### src/rtl/adc_scan_tx.sv
// N-channel ADC scan sequencer: walks the enabled channels, converts each one
// and streams every sample to the byte transmitter as {A,ch} + MSB-first data.
module adc_scan_tx #(
  parameter int NCH    = 2,
  parameter int CH_W   = 1,
  parameter int DATA_W = 12,
  parameter int PERIOD = 100000,
  parameter int TMR_W  = 17
) (
  input  logic              clk_i,
  input  logic              rst_i,
  input  logic              start_i,
  input  logic              stop_i,
  input  logic              mode_i,
  input  logic [NCH-1:0]    ch_mask_i,
  output logic              spi_start_o,
  output logic [CH_W-1:0]   spi_ch_o,
  input  logic              spi_done_i,
  input  logic [DATA_W-1:0] spi_data_i,
  output logic              tx_start_o,
  output logic [7:0]        tx_data_o,
  input  logic              tx_busy_i,
  output logic              busy_o,
  output logic              eoa_o,
  output logic              ovr_o
);

  localparam int NB    = (DATA_W + 7) / 8;
  localparam int EXT_W = 8 * NB;
  localparam int PTR_W = CH_W + 1;
  localparam int IDX_W = $clog2(NB + 2);

  typedef enum logic [3:0] {
    S_IDLE, S_SEEK, S_CONV, S_WAIT_SPI, S_SEND,
    S_WAIT_TXH, S_WAIT_TXL, S_DONE, S_WAIT_PER
  } state_t;

  state_t            state, state_d;
  logic [PTR_W-1:0]  ptr;
  logic [IDX_W-1:0]  idx;
  logic [NCH-1:0]    mask_r;
  logic              mode_r, stop_r, pend_r, ovr_r;
  logic [TMR_W-1:0]  timer;
  logic [DATA_W-1:0] data_r;
  logic              tx_start_r;
  logic [7:0]        tx_data_r;

  logic              start_ok, tmr_hit, ptr_end, ch_sel, tx_fire, last_byte;
  logic [NCH-1:0]    mask_sh;
  logic [EXT_W-1:0]  ext;
  logic [7:0]        byte_sel;

  assign start_ok  = start_i && (|ch_mask_i);
  assign tmr_hit   = mode_r && (state != S_IDLE) && (timer == TMR_W'(PERIOD - 1));
  assign ptr_end   = ptr >= PTR_W'(NCH);
  assign mask_sh   = mask_r >> ptr;
  assign ch_sel    = mask_sh[0];
  assign tx_fire   = (state == S_SEND) && !tx_busy_i;
  assign last_byte = idx == IDX_W'(NB);
  assign ext       = EXT_W'(data_r);

  always_comb begin
    // NOTE: defaults first so every path assigns each output (no latches).
    byte_sel = {4'hA, 4'(ptr)};
    if (idx != '0) byte_sel = 8'(ext >> (8 * (NB - int'(idx))));
  end

  always_comb begin
    state_d = state;
    case (state)
      S_IDLE:     if (start_ok) state_d = S_SEEK;
      S_SEEK:     if (ptr_end) state_d = S_DONE;
                  else if (ch_sel) state_d = S_CONV;
      S_CONV:     state_d = S_WAIT_SPI;
      S_WAIT_SPI: if (spi_done_i) state_d = S_SEND;
      S_SEND:     if (!tx_busy_i) state_d = S_WAIT_TXH;
      S_WAIT_TXH: if (tx_busy_i) state_d = S_WAIT_TXL;
      S_WAIT_TXL: if (!tx_busy_i) state_d = last_byte ? S_SEEK : S_SEND;
      // A period that expired mid-scan restarts immediately, skipping WAIT_PER.
      S_DONE:     if (!mode_r || stop_r) state_d = S_IDLE;
                  else if (pend_r || tmr_hit) state_d = S_SEEK;
                  else state_d = S_WAIT_PER;
      S_WAIT_PER: if (stop_r) state_d = S_IDLE;
                  else if (tmr_hit) state_d = S_SEEK;
      default:    state_d = S_IDLE;
    endcase
  end

  always_ff @(posedge clk_i or negedge rst_i) begin
    if (!rst_i) begin
      state      <= S_IDLE;
      ptr        <= '0;
      idx        <= '0;
      mask_r     <= '0;
      mode_r     <= 1'b0;
      stop_r     <= 1'b0;
      pend_r     <= 1'b0;
      ovr_r      <= 1'b0;
      timer      <= '0;
      data_r     <= '0;
      tx_start_r <= 1'b0;
      tx_data_r  <= '0;
    end else begin
      // NOTE: non-blocking throughout so every register sees pre-edge values.
      state      <= state_d;
      tx_start_r <= tx_fire;
      if (tx_fire) tx_data_r <= byte_sel;

      if (state == S_IDLE) begin
        if (start_ok) begin
          mask_r <= ch_mask_i;
          mode_r <= mode_i;
          ptr    <= '0;
          stop_r <= 1'b0;
          pend_r <= 1'b0;
          ovr_r  <= 1'b0;
          timer  <= '0;
        end
      end else begin
        if (stop_i) stop_r <= 1'b1;
        if (mode_r) begin
          if (tmr_hit) begin
            timer <= '0;
            if (state != S_WAIT_PER) begin
              ovr_r  <= 1'b1;
              pend_r <= 1'b1;
            end
          end else begin
            timer <= timer + 1'b1;
          end
        end
      end

      if (state == S_SEEK && !ptr_end && !ch_sel) ptr <= ptr + 1'b1;
      if (state == S_WAIT_SPI && spi_done_i) begin
        data_r <= spi_data_i;
        idx    <= '0;
      end
      if (state == S_WAIT_TXL && !tx_busy_i) begin
        if (last_byte) ptr <= ptr + 1'b1;
        else idx <= idx + 1'b1;
      end
      if ((state == S_DONE || state == S_WAIT_PER) && state_d == S_SEEK) begin
        ptr    <= '0;
        pend_r <= 1'b0;
      end
    end
  end

  assign spi_start_o = state == S_CONV;
  assign spi_ch_o    = ptr[CH_W-1:0];
  assign busy_o      = state != S_IDLE;
  assign eoa_o       = state == S_DONE;
  assign ovr_o       = ovr_r;
  assign tx_start_o  = tx_start_r;
  assign tx_data_o   = tx_data_r;

endmodule

### config.mk
export PLATFORM = sky130hd
export DESIGN_NAME = adc_scan_tx
export DESIGN_NICKNAME = d
export VERILOG_FILES = /design/src/rtl/adc_scan_tx.sv
export SDC_FILE = /design/constraint.sdc
export NUM_CORES = 1
export LEC_CHECK = 0
export BUFFER_PORTS_ARGS = -buffer_cell sky130_fd_sc_hd__buf_2
export CAP_MARGIN = 30
export CORE_AREA = 5 5 107 99
export CTS_CLUSTER_SIZE = 30
export DETAILED_ROUTE_END_ITERATION = 7
export DIE_AREA = 0 0 112 104
export SYNTH_ARGS = -nofsm -noshare
export SYNTH_HDL_FRONTEND = slang
export SYNTH_SLANG_ARGS = --single-unit
### constraint.sdc
create_clock -name clk_i -period 2.1 [get_ports clk_i]
set_clock_uncertainty 0.2 [all_clocks]
set_input_delay 0.105 -clock clk_i [delete_from_list [all_inputs] [get_ports clk_i]]
set_output_delay 0.105 -clock clk_i [all_outputs]
set_load 0.1 [all_outputs]
==> results.toml <==
[flow_run]
drv_cap = 0

[floorplanning]
die_h_microns = 104
fp.dieW_microns = 112
fp.dieArea_sq_mm = 0.01165
initial_utilization_pct = 28.85
core_sq_mm = 0.009402
io_pins = 35
rows = 34

[cells_and_area]
final_layout_size_suffix_gt1_share_pct = 30.68
multi_input_area_sq_mm = 0.001350
layout.nets = 365
num-fill-cells = 966
mostFrequentLayoutCells = "dfrtp_1 (47), buf_2 (33), nand2_1 (24), buf_4 (24), dlygate4sd3_1 (20)"
register_area_sq_mm = 0.001310
fin_util_pct = 37.66
final_common_cell = "dfrtp_1"
diodes = 0
syn_to_final_growth_pct = 30.54

[sta]
rsz0062_at_grt = "no"
fmaxAchievable_mhz = 492.7
drv_slew = 0
fin_hold_ws_ns = 0.05387
hold_violations = 0
finalCriticalPeriod_ns = 2.030
relSlewSlack_pct = 67.33
setup_viol = 0
timing.final.crit_share_pct = 96.65
tightest_slew_ns = 0.4935

[grt]
grt_max_degree = 20
grt_pass1_vias = 2302
grt_antenna_before_repair = 0
overflow = 0
grt_pass1_wl_microns = 10850
grt_usage_pct = 11.12

[logic_synthesis]
synth_fp_nets = 293
ys_seq_area_share_pct = 47.97
synth_ff_type = "dfrtp_1"
synthTopCellsByArea = "dfrtp_1 (48%), mux2_2 (5.8%), a21oi_1 (4.1%)"
postSynthCellCount = 266
synth-edff-count = 0
synth_area_per_cell_sq_um = 10.20
ys_ff_latch = 52
synth_top_area_cell = "dfrtp_1"
yosys_warnings = 0
synth_top_area_share_pct = 47.97
async_flop_share_pct = 100.0
synthDistinctLibCells = 51
syn_area_sq_mm = 0.002713

[clock_network]
cts.sink_count = 52
root_buffer = "clkbuf_8"
clk_latency_ns = 0.31
cts_buffers = 5
cts_tree = "yes"
h-tree-depth = 2
clk_pin_slew_ns = 0.11
cts.path.max_buffers = 2

[detailed_routing]
drtAntennaViolNets = 0
wl_per_cell_microns = 13.95
dr.first_iter.drc_count = 127
dr_total_vias = 2308
dr.pass1.iters = 4
wirelength_microns = 6485
drc = 0
vias_per_cell = 4.963

[power]
seqPwrFrac_pct = 34.4
pwr-share-comb_pct = 52.2
switching_power_mw = 2.233
p_clk_share_pct = 13.4
power_density_mw_per_mm2 = 1309
p_leak_nw = 1.542
peakVddDrop_v = 0.0004454
total_power_mw = 4.633
p_int_mw = 2.400
p_sw_share_pct = 48.20

[worst_setup_path]
critical_path_required_ns = 2.13
critical_path_class = "flip-flop to flip-flop"
end_kind = "flip-flop"
start_kind = "flip-flop"
worstPathArrival_ns = 2.06
critPathMaxFanout = 8

[placement]
routabilityCongestion = 0.7993
io_buffers = 34
dp_hpwl_microns = 4694

[status]
status = "complete, no violations"

[worst_hold_path]
hold_path_class = "input port to async pin"
sequential cells by signal (all words and copies together), names as in the netlist:
register	count
data_r	12
idx	2
mask_r	2
mode_r	1
ovr_o	1
pend_r	1
ptr	2
state	4
stop_r	1
timer	17
tx_data_o	8
tx_start_o	1
cells in the mapped netlist (2+ instances only):
library cell   n
o21a_1         2
dfrtp_1       52
o211ai_1       3
or4b_1         2
nand2_1       25
mux2i_1        5
nor2b_1        2
a22o_1         3
a21o_1         2
nor4bb_1       2
or4_1          8
o21ai_1        3
nand3b_1       2
nor3b_1        2
nand4_1        9
clkbuf_1       8
o21ai_0       13
nor3_1         2
and4_1         3
nand3_1        9
or3b_2         2
ha_1           6
a21oi_1       22
or3_1          9
inv_1         12
o31ai_1       10
buf_2          5
mux2_2        14
nor2_1         6
a22oi_1        2
layer usage:
metal | global-route usage, % | up-vias | share of wire (%)
li1 | - | 1142 | -
met1 | 14.84 | 1127 | 48
met2 | 18.28 | 32 | 48
met3 | 1.629 | 7 | 2.5
met4 | 4.034 | 0 | 1.2
met5 | 0 | - | 0
metrics by stage:
stage                     setup WS (ns)  TNS (ns)  area [sq um]  instances
after floorplan                 -0.2118    -2.812          2753        266
after global placement          0.07428         0          3177        432
after detailed placement        0.03006         0          3177        432
after CTS                       0.01544         0          3485        461
after global routing           0.002595         0          3541        465
final                           0.07039         0          3541        465
repair_timing:
action / in CTS / in global routing
hold buffers: 21 / 1
endpoints found under the hold margin: 70 / 2
resized for setup: 0 / 10
endpoints found under the setup margin: 0 / 22
setup buffers: 0 / 5
cell type report:
cell class | count | share of cell area [%]
repair buffers | 79 | 16.29
clock buffers | 5 | 1.943
inverters | 12 | 1.378
well taps | 126 | 4.452
multi-input cells | 188 | 38.13
flip-flops and latches | 52 | 37.00
clock inverters | 3 | 0.8127
worst paths after layout:
path | startpoint | end | slack, ns | cells after the start
max | state[3]$_DFF_PN0_ | ptr[1]$_DFF_PN0_ | 0.07 | 4
min | rst_i | data_r[3]$_DFFE_PN0P_ | 0.05 | 2
max reg2reg | state[3]$_DFF_PN0_ | ptr[1]$_DFF_PN0_ | 0.07 | 4
min reg2reg | mask_r[1]$_DFFE_PN0P_ | mask_r[1]$_DFFE_PN0P_ | 0.30 | 2
max in group asynchronous | rst_i | timer[3]$_DFFE_PN0P_ | 1.03 | 3
min in group clk_i | mask_r[1]$_DFFE_PN0P_ | mask_r[1]$_DFFE_PN0P_ | 0.30 | 2
cells by family after synthesis:
kind of cell	Yosys count	share of synthesized area, %
buf+inv	26	4.105
mux	19	7.657
simple gates	92	20.71
flops	52	47.97
fa+ha+maj	6	2.767
compound gates	71	16.79
critical path: stages, from the launching register on:
cell,delay [ns]
dfrtp_2,0.48
or4b_4,0.53
or3_4,0.41
a21o_1,0.18
a22oi_1,0.15
power groups by stage:
stage               registers (mW)  logic (mW)  clock network (mW)
floorplan                     2.19        1.20                   0
global placement              1.60        2.30                   0
detailed placement            1.61        2.35                   0
CTS                           1.60        2.39               0.650
global route                  1.64        2.60               0.686
finish                        1.59        2.42               0.620
No activity file was read; power rests on OpenSTA's default activity.
